`src/rtl/alu_operand_stage.sv`:
```
// Decode / operand-fetch stage ahead of the ALU: decodes one instruction per handshake,
// reads the register file (with writeback bypass) and registers the ALU operands.
module alu_operand_stage #(
    parameter int DATA_W = 32,
    parameter int REG_AW = 5,
    parameter int IMM_W  = 14,
    parameter int CNT_W  = 16
) (
    input  logic              clk,
    input  logic              reset,
    input  logic              in_valid,
    output logic              in_ready,
    input  logic [31:0]       instr,
    input  logic              wb_en,
    input  logic [REG_AW-1:0] wb_addr,
    input  logic [DATA_W-1:0] wb_data,
    output logic              out_valid,
    input  logic              out_ready,
    output logic [3:0]        alu_decode,
    output logic [DATA_W-1:0] rda,
    output logic [DATA_W-1:0] rdx,
    output logic [REG_AW-1:0] rd_addr,
    output logic              rd_we,
    output logic              illegal,
    output logic [CNT_W-1:0]  issue_count
);
    localparam int NREG = 2**REG_AW;

    typedef struct packed {
        logic [3:0]        alu_decode;
        logic [DATA_W-1:0] rda;
        logic [DATA_W-1:0] rdx;
        logic [REG_AW-1:0] rd_addr;
        logic              rd_we;
        logic              illegal;
    } op_t;

    op_t               dec, op_q;
    logic [DATA_W-1:0] regs [NREG];
    logic [3:0]        op, aluop;
    logic [REG_AW-1:0] rd, rs_x, rs_a;
    logic [IMM_W-1:0]  imm;
    logic [DATA_W-1:0] x_val, a_val, imm_ext;
    logic              accept, is_r, is_i, legal;

    assign op    = instr[31:28];
    assign aluop = instr[27:24];
    assign rd    = instr[19 +: REG_AW];
    assign rs_x  = instr[14 +: REG_AW];
    assign rs_a  = instr[9 +: REG_AW];
    assign imm   = instr[IMM_W-1:0];

    assign imm_ext = {{(DATA_W-IMM_W){imm[IMM_W-1]}}, imm};
    assign is_r    = (op == 4'h0);
    assign is_i    = (op == 4'h1);
    assign legal   = (is_r || is_i) && (aluop <= 4'd8);

    // Writeback in the same cycle must win over the stale array value.
    assign x_val = (rs_x == '0) ? '0 : (wb_en && wb_addr == rs_x) ? wb_data : regs[rs_x];
    assign a_val = (rs_a == '0) ? '0 : (wb_en && wb_addr == rs_a) ? wb_data : regs[rs_a];

    assign in_ready = !out_valid || out_ready;
    assign accept   = in_valid && in_ready;

    always_comb begin
        dec         = '0;
        dec.rd_addr = rd;
        dec.rdx     = x_val;
        dec.rda     = is_i ? imm_ext : a_val;
        if (legal) begin
            dec.alu_decode = aluop;
            dec.rd_we      = 1'b1;
        end else if (op != 4'hF) begin
            dec.illegal = 1'b1;
        end
    end

    always_ff @(posedge clk) begin
        if (reset) begin
            out_valid   <= 1'b0;
            op_q        <= '0;
            issue_count <= '0;
        end else if (accept) begin
            out_valid   <= 1'b1;
            op_q        <= dec;
            issue_count <= issue_count + 1'b1;
        end else if (out_valid && out_ready) begin
            out_valid <= 1'b0;
        end
    end

    // R0 is never written, so it stays at its reset value of zero.
    always_ff @(posedge clk) begin
        if (reset) begin
            for (int i = 0; i < NREG; i++) regs[i] <= '0;
        end else if (wb_en && wb_addr != '0) begin
            regs[wb_addr] <= wb_data;
        end
    end

    assign alu_decode = op_q.alu_decode;
    assign rda        = op_q.rda;
    assign rdx        = op_q.rdx;
    assign rd_addr    = op_q.rd_addr;
    assign rd_we      = op_q.rd_we;
    assign illegal    = op_q.illegal;
endmodule

```
`config.mk`:
```
export PLATFORM = sky130hd
export DESIGN_NAME = alu_operand_stage
export DESIGN_NICKNAME = d
export VERILOG_FILES = /design/src/rtl/alu_operand_stage.sv
export SDC_FILE = /design/constraint.sdc
export NUM_CORES = 2
export LEC_CHECK = 0
export ABC_AREA = 1
export BUFFER_PORTS_ARGS = -buffer_cell sky130_fd_sc_hd__clkbuf_2
export CAP_MARGIN = 0
export CORE_UTILIZATION = 50
export DETAILED_ROUTE_END_ITERATION = 10
export PLACE_DENSITY_LB_ADDON = 0.15
export SLEW_MARGIN = 20
export SYNTH_ARGS = -nofsm -noshare
export SYNTH_HDL_FRONTEND = slang
export SYNTH_SLANG_ARGS = --single-unit
```
`constraint.sdc`:
```
create_clock -name clk -period 2.72 [get_ports clk]
set_input_delay 0.408 -clock clk [delete_from_list [all_inputs] [get_ports clk]]
set_output_delay 0.408 -clock clk [all_outputs]
set_load 0.05 [all_outputs]
```
==> key figures <==
STA
  – Hold Fails Final Rpt: 0
  – Max frequency: 0.462 GHz
  – Worst-case clock skew: 26.4 ps
  – Min cycle time layout: 2160 ps
  – WHS: 40.1 ps
  – Tcrit/Tclk final: 0.795
  – Min setup slack post-route: 558 ps
  – Final setup violation count: 0
  – Max-slew headroom: 0.315
  – Pins Over Slew Limit: 0
  – RSZ-0062 raised after global routing: false
  – Least-Margin Pin Slew: 1020 ps

Clock network
  – CTS root buf: clkbuf_16
  – TritonCTS clock tree: yes
  – Setup Buffers After CTS: 0
  – CTS Sinks: 1116
  – CTS Buf Count: 132
  – Clock transition at path regs: 50 ps
  – Post-cts gate resize count: 0
  – Post-CTS Hold Fix Bufs: 18
  – Skew-Pair Late Insertion Delay: 790 ps
  – CTS H-tree lvls: 4
  – Clock tree buffer depth: 3

Worst setup path
  – Critical path's top delay family: flip-flops
  – CP Launch Type: register
  – Critical path class: register to output pin
  – Critical Path End Type: output pin
  – Buf+Inv Stages, Crit Path: 1
  – Slowest stage cell on the critical path: dfxtp_1
  – Crit-path max FO: 2
  – Cell breakdown of the critical path: clkbuf_2
  – Worst R2R Setup Slack: 860 ps
  – Worst Path Arrival: 1750 ps
  – Reg-to-reg endpoint: issue_count[15]$_SDFFE_PP0P_
  – Worst Reg-to-Reg Cells: 9
  – Worst Path Required: 2310 ps
  – Worst stage delay on the critical path: 600 ps
  – RR Startpoint: out_valid$_SDFFE_PP0P_

Power and ir drop
  – PnR Total Power: 44.5 mW
  – Leakage: 32.8 nW
  – Worst vdd ir: 0.651 mV
  – Power Dens Cells: 622 nW/um2

Worst hold path
  – Hold Crit Class: primary input to register
  – Hold Startpoint: wb_data[25]
  – Hold Path Sink: rdx[25]$_SDFFE_PP0P_
  – Worst hold stages: 5

GRT
  – Global-route wire length before repair: 364000 um
  – Vias in the first global route: 56700
  – Overflow after GRT: 0
  – Pin count of the biggest net entering global routing: 140
  – Initial antenna violation count: 2
  – Total track usage: 0.387

Place
  – GP Congestion: 0.922
  – Hpwl dp: 155000 um
  – Placement Setup Slack: -40.3 ps
  – IO Port Bufs: 166
  – Dpl cells: 10200

Detailed routing
  – Pre-antenna DRT Iters: 9
  – WL/cell: 24.0 um
  – Antenna viol nets, final: 0
  – # DRC: 0
  – Iteration-0 DRC Markers: 8112
  – Vias per std cell: 5.80
  – Routed WL: 250000 um
  – Vias post-DR: 60500

Floorplanning
  – Die Ht: 357 um
  – Die ar.: 128000 um2
  – IO Pins: 167
  – Core Area: 125000 um2
  – Initial core utilization: 0.503
  – # rows: 130
  – Die Wd: 357 um

Synth
  – Post-synth cell types: 27
  – Largest cells by area after synthesis: edfxtp_1, nand2_1, nor2_1
  – Top-area cell type share of the netlist area: 0.487
  – Syn. warnings: 0
  – Area leader, netlist: edfxtp_1
  – Syn Inst Count: 8653
  – Seq/Total Area, Yosys: 0.516
  – Yosys reg bits: 1116
  – Mean Syn Cell Area: 7.30 um2
  – Synth Cell Area: 63100 um2

Job
  – Max Cap Viol: 0

Cells and area
  – Final Core Density: 0.570
  – Share of cells above drive strength 1: 0.0807
  – Commonest non-fill, non-tap cell in the layout: nand2_1
  – Final Net Count: 8743
  – P&R area growth vs syn: 13.3%
  – Final cell count without fillers: 10400
  – Fill count: 11400
  – Most frequent cells in the layout: nand2_1, nor2_1, nand3_1

Status
  – Status: finished, final reports clean
-- registers in the layout, summed over array words and instances (netlist names) --
name and flops:
regs 1024, issue_count 16, illegal 1, alu_decode 4, rda 32, out_valid 1, rd_addr 5, rd_we 1
rdx 32
-- cell type report --
class | instances | area [um2] | share of cell area
Antenna cell | 3 | 7.51 | 0.000105
Clock buffer | 175 | 3600 | 0.0503
Clock inverter | 61 | 616 | 0.00861
Inverter | 733 | 2780 | 0.0388
Multi-Input combinational cell | 6192 | 25100 | 0.351
Sequential cell | 1116 | 32600 | 0.456
Tap cell | 1650 | 2060 | 0.0289
Timing Repair Buffer | 493 | 4760 | 0.0665
-- per-stage QoR --
stage               setup TNS, ps  area, um2
global route                    0      71500
global placement            -1070      67100
detailed placement           -776      67100
CTS                             0      71500
floorplan                       0      63200
finish                          0      71500
-- worst max-delay path by stage --
| stage | to | depth (start not counted) | slack, ps | from |
|---|---|---|---|---|
| 5_1_grt | rdx[2] | 1 | 520 | rdx[2]$_SDFFE_PP0P_ |
| 3_5_place_dp | regs[18][7]$_SDFFCE_PN0P_ | 8 | -40 | wb_addr[3] |
| 6_report | rdx[3] | 1 | 560 | rdx[3]$_SDFFE_PP0P_ |
| 4_1_cts | rdx[2] | 1 | 580 | rdx[2]$_SDFFE_PP0P_ |
| 3_3_place_gp | regs[18][1]$_SDFFCE_PN0P_ | 8 | -50 | wb_addr[0] |
| 2_1_floorplan | regs[12][0]$_SDFFCE_PN0P_ | 10 | 70 | wb_addr[2] |
-- routing by layer --
layer  GRT usage  wire length [um]  share of wire  up-vias
met4       0.255             17600          0.070        6
met5      0.0178               325         0.0013        -
met2       0.586            109000           0.44     4187
met1       0.498             92300           0.37    28200
li1            -                 -              -    27200
met3      0.0866             30900           0.12      856
-- synthesized netlist by cell type (all sizes together) --
cell type	n
nand4	4
ha	1
nor3	15
edfxtp	1024
nor3b	1
clkinv	3
a21oi	86
nor2	1923
conb	1
inv	730
o31ai	1
o22ai	4
buf	328
dfxtp	92
xor2	2
a31oi	1
clkbuf	315
nand2	2902
nand3	1163
o21ai	57
-- worst register-to-register path, stage by stage, from the launching register on --
cell and delay [ps]:
dfxtp_1 350, a21oi_4 200, buf_4 240, nand3_1 140
nor2_1 290, nand4_1 200, nor2_1 180, nand2_1 70
nand2_1 50, nor2_1 40
-- kinds of logic after synthesis --
group,synth area share
AOI/OAI and AO/OA,0.0121
xor gates and xnor gates,0.000278
adders and majority gates,0.000198
buffers and inverters,0.0901
DFF,0.516
other,0.0000594
and+or+nand+nor,0.381
-- power breakdown --
group	internal (mW)	switching (mW)	total, mW
Combinational	1.75	4.94	6.69
Sequential	19.7	0.434	20.1
Clock	10.3	7.43	17.7
Total	31.7	12.8	44.5
Power figures use the tool's default switching activity.
